==> config.mk <==
export PLATFORM = sky130hd
export DESIGN_NAME = apb_regfile_slave
export DESIGN_NICKNAME = d
export VERILOG_FILES = /design/src/rtl/apb_pkg.sv /design/src/rtl/apb_reg_bank.sv /design/src/rtl/apb_regfile_slave.sv
export SDC_FILE = /design/constraint.sdc
export NUM_CORES = 1
export LEC_CHECK = 0
export CAP_MARGIN = 20
export CORE_MARGIN = 10
export CORE_UTILIZATION = 50
export CTS_BUF_LIST = sky130_fd_sc_hd__clkbuf_4
export DETAILED_ROUTE_END_ITERATION = 7
export PLACE_DENSITY = 0.7
export SKIP_LAST_GASP = 1
export SLEW_MARGIN = 25
export SYNTH_ARGS = -nofsm -noshare
export SYNTH_HDL_FRONTEND = slang
export SYNTH_HIERARCHICAL = 1
export SYNTH_SLANG_ARGS = --single-unit
==> constraint.sdc <==
create_clock -name PCLK -period 28.5 [get_ports PCLK]
set_input_delay 5.7 -clock PCLK [delete_from_list [all_inputs] [get_ports PCLK]]
set_output_delay 5.7 -clock PCLK [all_outputs]
set_load 0.01 [all_outputs]
==> src/rtl/apb_pkg.sv <==
// Shared APB definitions: FSM state encoding, error-cause bit positions,
// the default ID word and the latched-request record used by the slave.
package apb_pkg;

    localparam logic [1:0] ST_IDLE = 2'd0;
    localparam logic [1:0] ST_WAIT = 2'd1;
    localparam logic [1:0] ST_DONE = 2'd2;

    localparam int ERR_W     = 3;
    localparam int ERR_ALIGN = 0;
    localparam int ERR_RANGE = 1;
    localparam int ERR_RO    = 2;

    localparam logic [31:0] APB_DEFAULT_ID = 32'hA5B0_0001;

    typedef struct packed {
        logic        write;
        logic [31:0] addr;
        logic [31:0] wdata;
        logic [3:0]  strb;
    } apb_req_t;

    function automatic logic [31:0] strb_merge(
        input logic [31:0] old_word,
        input logic [31:0] new_word,
        input logic [3:0]  strb
    );
        logic [31:0] merged;
        merged = old_word;
        for (int k = 0; k < 4; k++) begin
            if (strb[k]) begin
                merged[8*k +: 8] = new_word[8*k +: 8];
            end else begin
                merged[8*k +: 8] = old_word[8*k +: 8];
            end
        end
        return merged;
    endfunction

endpackage

==> src/rtl/apb_reg_bank.sv <==
// Register storage for the APB slave: byte-strobed write port and a
// combinational read port; index 0 reads as the ID word and is never written.
module apb_reg_bank
    import apb_pkg::*;
#(
    parameter int          NUM_REGS = 16,
    parameter logic [31:0] ID_VALUE = APB_DEFAULT_ID
) (
    input  logic        clk,
    input  logic        rst,
    input  logic        we,
    input  logic [7:0]  idx,
    input  logic [31:0] wdata,
    input  logic [3:0]  wstrb,
    output logic [31:0] rdata
);

    localparam int IDX_W = (NUM_REGS > 1) ? $clog2(NUM_REGS) : 1;

    logic [31:0]      mem_r [NUM_REGS];
    logic             idx_ok_s;
    logic [IDX_W-1:0] sel_s;

    // Index qualification shared by both ports.
    always_comb begin
        idx_ok_s = ({24'd0, idx} < 32'(NUM_REGS));
        sel_s    = idx[IDX_W-1:0];
    end

    // Storage update; entry 0 is shadowed by the ID word and stays zero.
    always_ff @(posedge clk or posedge rst) begin
        if (rst) begin
            for (int i = 0; i < NUM_REGS; i++) begin
                mem_r[i] <= 32'd0;
            end
        end else if (we && idx_ok_s && (idx != 8'd0)) begin
            mem_r[sel_s] <= strb_merge(mem_r[sel_s], wdata, wstrb);
        end
    end

    // Read port.
    always_comb begin
        rdata = 32'd0;
        if (idx == 8'd0) begin
            rdata = ID_VALUE;
        end else if (idx_ok_s) begin
            rdata = mem_r[sel_s];
        end else begin
            rdata = 32'd0;
        end
    end

endmodule

==> src/rtl/apb_regfile_slave.sv <==
// APB slave register file: latches the setup phase, inserts 1+EXTRA_WAIT wait
// states, then answers for one cycle with registered PREADY/PSLVERR/PRDATA.
module apb_regfile_slave
    import apb_pkg::*;
#(
    parameter int          NUM_REGS   = 16,
    parameter int          EXTRA_WAIT = 0,
    parameter logic [31:0] ID_VALUE   = APB_DEFAULT_ID
) (
    input  logic        PCLK,
    input  logic        PRESET,
    input  logic        PSEL,
    input  logic        PENABLE,
    input  logic        PWRITE,
    input  logic [31:0] PADDR,
    input  logic [31:0] PWDATA,
    input  logic [3:0]  PSTRB,
    output logic [31:0] PRDATA,
    output logic        PREADY,
    output logic        PSLVERR
);

    localparam logic [3:0] WAIT_LOAD = 4'(EXTRA_WAIT);

    logic [1:0]       state_r;
    logic [3:0]       cnt_r;
    apb_req_t         req_r;
    logic [ERR_W-1:0] err_s;
    logic             complete_s;
    logic             bank_we_s;
    logic [31:0]      bank_rdata_s;

    // Error decode works only on the latched request.
    always_comb begin
        err_s            = '0;
        err_s[ERR_ALIGN] = (req_r.addr[1:0] != 2'b00);
        err_s[ERR_RANGE] = ({2'b00, req_r.addr[31:2]} >= 32'(NUM_REGS));
        err_s[ERR_RO]    = req_r.write && (req_r.addr[31:2] == 30'd0);
    end

    // The write lands on the same edge that raises PREADY.
    always_comb begin
        complete_s = (state_r == ST_WAIT) && PSEL && (cnt_r == 4'd0);
        bank_we_s  = complete_s && req_r.write && (err_s == '0);
    end

    apb_reg_bank #(
        .NUM_REGS (NUM_REGS),
        .ID_VALUE (ID_VALUE)
    ) u_bank (
        .clk   (PCLK),
        .rst   (PRESET),
        .we    (bank_we_s),
        .idx   (req_r.addr[9:2]),
        .wdata (req_r.wdata),
        .wstrb (req_r.strb),
        .rdata (bank_rdata_s)
    );

    // Transfer FSM with wait counter and registered response.
    always_ff @(posedge PCLK or posedge PRESET) begin
        if (PRESET) begin
            state_r <= ST_IDLE;
            cnt_r   <= 4'd0;
            req_r   <= '0;
            PREADY  <= 1'b0;
            PSLVERR <= 1'b0;
            PRDATA  <= 32'd0;
        end else begin
            case (state_r)
                ST_IDLE: begin
                    if (PSEL && !PENABLE) begin
                        req_r.write <= PWRITE;
                        req_r.addr  <= PADDR;
                        req_r.wdata <= PWDATA;
                        req_r.strb  <= PSTRB;
                        cnt_r       <= WAIT_LOAD;
                        state_r     <= ST_WAIT;
                    end
                end
                ST_WAIT: begin
                    if (!PSEL) begin
                        state_r <= ST_IDLE;
                    end else if (cnt_r == 4'd0) begin
                        state_r <= ST_DONE;
                        PREADY  <= 1'b1;
                        PSLVERR <= (err_s != '0);
                        if ((err_s != '0) || req_r.write) begin
                            PRDATA <= 32'd0;
                        end else begin
                            PRDATA <= bank_rdata_s;
                        end
                    end else begin
                        cnt_r <= cnt_r - 4'd1;
                    end
                end
                ST_DONE: begin
                    state_r <= ST_IDLE;
                    PREADY  <= 1'b0;
                    PSLVERR <= 1'b0;
                    PRDATA  <= 32'd0;
                end
                default: begin
                    state_r <= ST_IDLE;
                    cnt_r   <= 4'd0;
                    PREADY  <= 1'b0;
                    PSLVERR <= 1'b0;
                    PRDATA  <= 32'd0;
                end
            endcase
        end
    end

endmodule

==> results.cfg <==
[logic_synthesis]
syn_inst = 2571
synth.yosys.seq_area_share_pct = 56.4
synthesis.area_mm2 = 0.0276
post_synth.cell_area_avg_um2 = 10.7
synth-main-ff-cell = sky130_fd_sc_hd__dfrtp_1
yosysWarnings = 6
synth-async-reset-ratio_pct = 100
count_of_flip_flops_with_a_built_in_enable_after_synthesis = 0
count_of_cell_types_in_the_netlist = 46
syn_nets = 2646
ys_ff_latch = 621

[critical_path]
critPathCapture = u_bank/mem_r[60]$_DFFE_PP0P_
cpPeakStageDelay_ps = 940
critical_path.endpoint_type = register
timing.critical_path.slowest_stage_cell = sky130_fd_sc_hd__nor3_4
path_class = in2reg
rr_endpoint = u_bank/mem_r[60]$_DFFE_PP0P_
worstPathArrival_ps = 9480
worst-path-max-fanout = 44
critical_path_buf_inv_count = 2
timing.reg2reg.setup_slack_ps = 24110
critical-path-top-cell-by-count = sky130_fd_sc_hd__nand3_1
crit_start = PSEL
rr_worst_depth = 10
number_of_stages_on_the_worst_setup_path = 8
crit_path_cell_trace = clkdlybuf4s50_1, nand3_1, nor4_1, nand3_1, nor3_4, buf_4, nor2_1, a31oi_1
reg2reg_from = cnt_r[0]$_DFFE_PP0P_
critPathRequiredTime_ps = 29400
family_with_the_most_delay_on_the_worst_path = simple AND/OR/NAND/NOR gates
startpoint_type_of_the_worst_setup_path = input port

[floorplan]
core_region_area_mm2 = 0.0549
initial_utilization_pct = 50.2
io-pin-count = 107
die_area_mm2 = 0.0649
placement_rows = 86
die_width_um = 255
floorplan.die.height_um = 255

[timing]
tightestPinTransition_ps = 1090
worst_slew_margin_rel_pct = 27.4
total_neg_setup_slack_ps = 0
timing.final.setup_violations = 0
grt_setup_unrepaired = no
skew_ps = 64.9
timing.final.crit_share_pct = 30.1
hold_viol = 0
max_fclk_ghz = 0.117
setup_ws_ps = 19920
drv_slew = 0
fin_crit_ps = 8580

[cells_and_area]
layout.cells.most_common_list = sky130_fd_sc_hd__dfrtp_1, sky130_fd_sc_hd__nor2_1, sky130_fd_sc_hd__a31oi_1
fin_nets = 2736
layout-drive-gt1-share_pct = 15.3
syn_to_final_growth_pct = 12.6
fin_cells = 3481
final_common_cell = sky130_fd_sc_hd__dfrtp_1

[global_route]
grt.overflow.total = 0
grt_first_pass_wirelength_um = 120000
grt_use_total_pct = 23.6
grt_start_max_net_pins = 171
antenna_found_initial = 2
vias_in_the_first_global_route = 21300

[place]
place.detailed.hpwl_um = 44400
place_inst = 3189
buffer_ports.inserted = 106
gpl.final_weighted_congestion = 0.810
preCtsSetupSlack_ps = 18980

[route]
detail-route-antenna-nets = 0
avg_wl_per_cell_um = 22.0
drt_pre_antenna_iters = 6
first_iter_violations = 2274
drc = 0
routed_via_density = 6.10
route.final.wire_length_um = 76600
dr_total_vias = 21200

[min_path]
worst_hold_path_type = reg2reg

[cts]
cts_setup_buffers = 0
clock-root-buffer = sky130_fd_sc_hd__clkbuf_4
cts_tree = yes
clk_path_buf_depth = 3
cts_buffers = 159
ctsHtreeMaxLevel = 4
clock_sinks = 621
hold_buffers = 0
cts.reportedPaths.clkPinSlew_ps = 60
cts_resized = 0
clk-insertion-delay-late_ps = 1040

[run_status]
result_of_the_run = complete, no violations

[power]
power.density_cell_area_mw_per_mm2 = 74.3
irDropWorstVdd_v = 0.0000442
power_leakage_uw = 0.0142

[job]
cap_violations = 0
## where the power goes
group | total [uW] | switching (uW) | leakage [uW] | internal, uW
Clock | 775 | 359 | 0.00124 | 417
Sequential | 966 | 51.2 | 0.00852 | 914
Combinational | 567 | 381 | 0.00449 | 186
Total | 2310 | 791 | 0.0142 | 1520
## through the flow
step | utilization, % | area [um^2] | power, uW | hold WS [ps]
2_1_floorplan | - | 27600 | 1350 | 428
3_3_place_gp | 52.4 | 28700 | 1500 | 364
3_5_place_dp | 52.6 | 28900 | 1530 | 365
4_1_cts | 56.3 | 30900 | 2310 | 378
5_1_grt | 56.6 | 31000 | 2410 | 385
6_report | 56.6 | 31000 | 2310 | 376
## worst min path at each step
stage | startpoint | to | slack, ps | cells past startpoint
6_report | u_bank/mem_r[504]$_DFFE_PP0P_ | u_bank/mem_r[504]$_DFFE_PP0P_ | 380 | 0
5_1_grt | u_bank/mem_r[486]$_DFFE_PP0P_ | u_bank/mem_r[486]$_DFFE_PP0P_ | 380 | 0
4_1_cts | u_bank/mem_r[480]$_DFFE_PP0P_ | u_bank/mem_r[480]$_DFFE_PP0P_ | 380 | 0
3_5_place_dp | u_bank/mem_r[480]$_DFFE_PP0P_ | u_bank/mem_r[480]$_DFFE_PP0P_ | 360 | 0
3_3_place_gp | u_bank/mem_r[489]$_DFFE_PP0P_ | u_bank/mem_r[489]$_DFFE_PP0P_ | 360 | 0
2_1_floorplan | u_bank/mem_r[480]$_DFFE_PP0P_ | u_bank/mem_r[480]$_DFFE_PP0P_ | 430 | 1
## state kept, by name (all words and copies together), names as in the netlist
register,count
PSLVERR,1
u_bank/mem_r,512
PRDATA,32
cnt_r,4
state_r,2
PREADY,1
req_r,69
## Yosys cell counts, drive strengths merged (18+ instances only)
master / count / area share [%]
nor4: 18 / 0.93
nand3b: 31 / 0.84
a31oi: 265 / 6.0
clkbuf: 126 / 1.7
a22oi: 125 / 3.4
dfrtp: 621 / 56
nor2: 328 / 4.5
mux2i: 256 / 9.3
mux2: 68 / 2.8
o21ai: 169 / 3.1
nand3: 67 / 1.2
a21oi: 89 / 1.6
a22o: 32 / 1.0
buf: 123 / 2.5
nand2: 171 / 2.3
a32oi: 29 / 0.92
## area by class of cell
type,count,area (um^2)
inverter,9,43.8
antenna,2,5.00
multi-input combinational,1692,10900
timing repair buffer,178,1640
clock buffer,239,1790
tap,704,881
fill,4713,23800
sequential,621,15500
clock inverter,36,244
## layer usage
metal	global-route usage (%)	up-vias	share of wire [%]
li1	-	9608	-
met5	0	-	0
met1	31.1	10600	43
met3	6.53	121	8.4
met2	36.9	921	46
met4	8.72	0	2.3
## cell families after synthesis
logic type,Yosys count,share of synthesized area (%)
buf+inv,258,4.36
flops,621,56.4
compound gates,716,16.3
simple gates,650,10.9
fa+ha+maj,2,0.0907
mux,324,12.1
Note: power is estimated with default switching activity, not from simulation.
==> patch, RTL diff (same settings) <==
`NUM_REGS` is set to 16 in 2 places; all go to 32.
--- a/src/rtl/apb_reg_bank.sv
+++ b/src/rtl/apb_reg_bank.sv
@@ -4,5 +4,5 @@
     import apb_pkg::*;
 #(
-    parameter int          NUM_REGS = 16,
+    parameter int          NUM_REGS = 32,
     parameter logic [31:0] ID_VALUE = APB_DEFAULT_ID
 ) (
--- a/src/rtl/apb_regfile_slave.sv
+++ b/src/rtl/apb_regfile_slave.sv
@@ -4,5 +4,5 @@
     import apb_pkg::*;
 #(
-    parameter int          NUM_REGS   = 16,
+    parameter int          NUM_REGS   = 32,
     parameter int          EXTRA_WAIT = 0,
     parameter logic [31:0] ID_VALUE   = APB_DEFAULT_ID
Check against the original RTL: not equivalent (Yosys sat finds a counterexample within 4 cycles, from zero or initial values and one cycle with PRESET high).
==> patch against the unedited design <==
  * Wire length is 84% higher
  * Sequential power is 75% higher
  * Setup slack worse by 0.24 ns
  * Design area is 86% higher
  * Critical path depth is 2 lower
  * Synthesized area is 89% higher
  * Sequential cell count is 512 higher
  * Total power is 63% higher
  * Highest routed layer unchanged
==> patch: results <==
{
  "grt_use_met3": 0.0374,
  "status": "complete, no violations",
  "drt_first_iter_violations": 2240,
  "use_met1": 0.312,
  "clkLatencyLatePin_ns": 1.22,
  "finClkSkew_ns": 0.101,
  "finalNetCount": 3995,
  "synth.distinct_cells": 51,
  "drive_above_1_share": 0.420,
  "grt_pass1_wl_um": 211000,
  "slew_headroom": 0.210,
  "htree_levels": 5,
  "place_congestion": 0.763,
  "reg_top3": "u_bank/mem_r x1024, req_r x69, PRDATA x32",
  "ys_seq_area_frac": 0.543,
  "track_usage": 0.237,
  "yosys-top-cells-area": "dfrtp_1 (54%), mux2_2 (21%), mux2i_1 (9.8%)",
  "wl_per_cell_um": 25.5,
  "cts_buffer_depth": 4,
  "hpwl_um": 77000,
  "synth_common_cells": "dfrtp_1 (1,133), mux2_2 (984), mux2i_1 (513)",
  "cts_buffers": 316,
  "critPathMaxFanout": 71,
  "grt_pass1_vias": 33500,
  "grtUsageMet2": 0.388,
  "drtPass1Iterations": 5,
  "syn_nets": 3869,
  "viasPerCell": 5.92,
  "wirelength_met1_um": 60700,
  "dr_wl_met2_um": 68500,
  "power.leakage_uw": 0.0283,
  "crit_arrival_ns": 9.94,
  "vdd_drop_max_v": 0.0000506,
  "final-max-slew-violation-count": 0,
  "grt_max_degree": 174,
  "wl_met3_um": 6630
}
-- patch: final cells by class --
cell class	instances	area, um2
diodes	7	17.5
clock buffers	483	3630
clock inverters	43	238
fillers	8697	46000
inverters	11	50.0
multi-input cells	2273	21800
flip-flops and latches	1133	28400
well taps	1380	1730
repair buffers	186	1800
-- patch: cell families after synthesis --
family                     count (synthesis)  share of synthesized area
muxes                                   1505                      0.312
adders and majority gates                  1                   0.000240
AOI/OAI and AO/OA                        361                     0.0555
buffers and inverters                    389                     0.0434
DFF                                     1133                      0.543
and+or+nand+nor                          406                     0.0455
-- patch: path summary, 6_finish.rpt --
path,slack [ns],cells past startpoint,start,to
setup / recovery,19.68,6,PRESET,u_bank/mem_r[987]
hold / removal,0.38,0,u_bank/mem_r[1013],u_bank/mem_r[1013]
setup reg to reg,23.01,8,req_r[39],u_bank/mem_r[5]
hold reg to reg,0.38,0,u_bank/mem_r[1013],u_bank/mem_r[1013]
max in group PCLK,20.23,9,PSEL,u_bank/mem_r[350]
min in group asynchronous,5.03,2,PRESET,req_r[14]
-- patch: power by group --
part	switching [uW]	internal (uW)	leakage (uW)	total (uW)
registers	45.3	1640	0.0157	1690
clock network	663	783	0.00233	1450
logic	450	187	0.0102	636
-- patch: worst max-delay path: stages --
cell	delay (ns)
clkdlybuf4s50_1	0.52
clkinvlp_4	0.39
buf_4	0.72
buf_4	0.79
buf_4	0.81
buf_4	0.84
-- patch: stage by stage --
stage,utilization,total power [uW],hold WS (ns),worst slack (ns),cells
floorplan,-,2210,0.428,8.69,3795
global placement,0.518,2340,0.364,18.46,4978
detailed placement,0.518,2350,0.365,18.42,4978
CTS,0.555,3800,0.379,19.65,5504
global route,0.556,3920,0.386,19.15,5516
finish,0.556,3770,0.375,19.68,5516
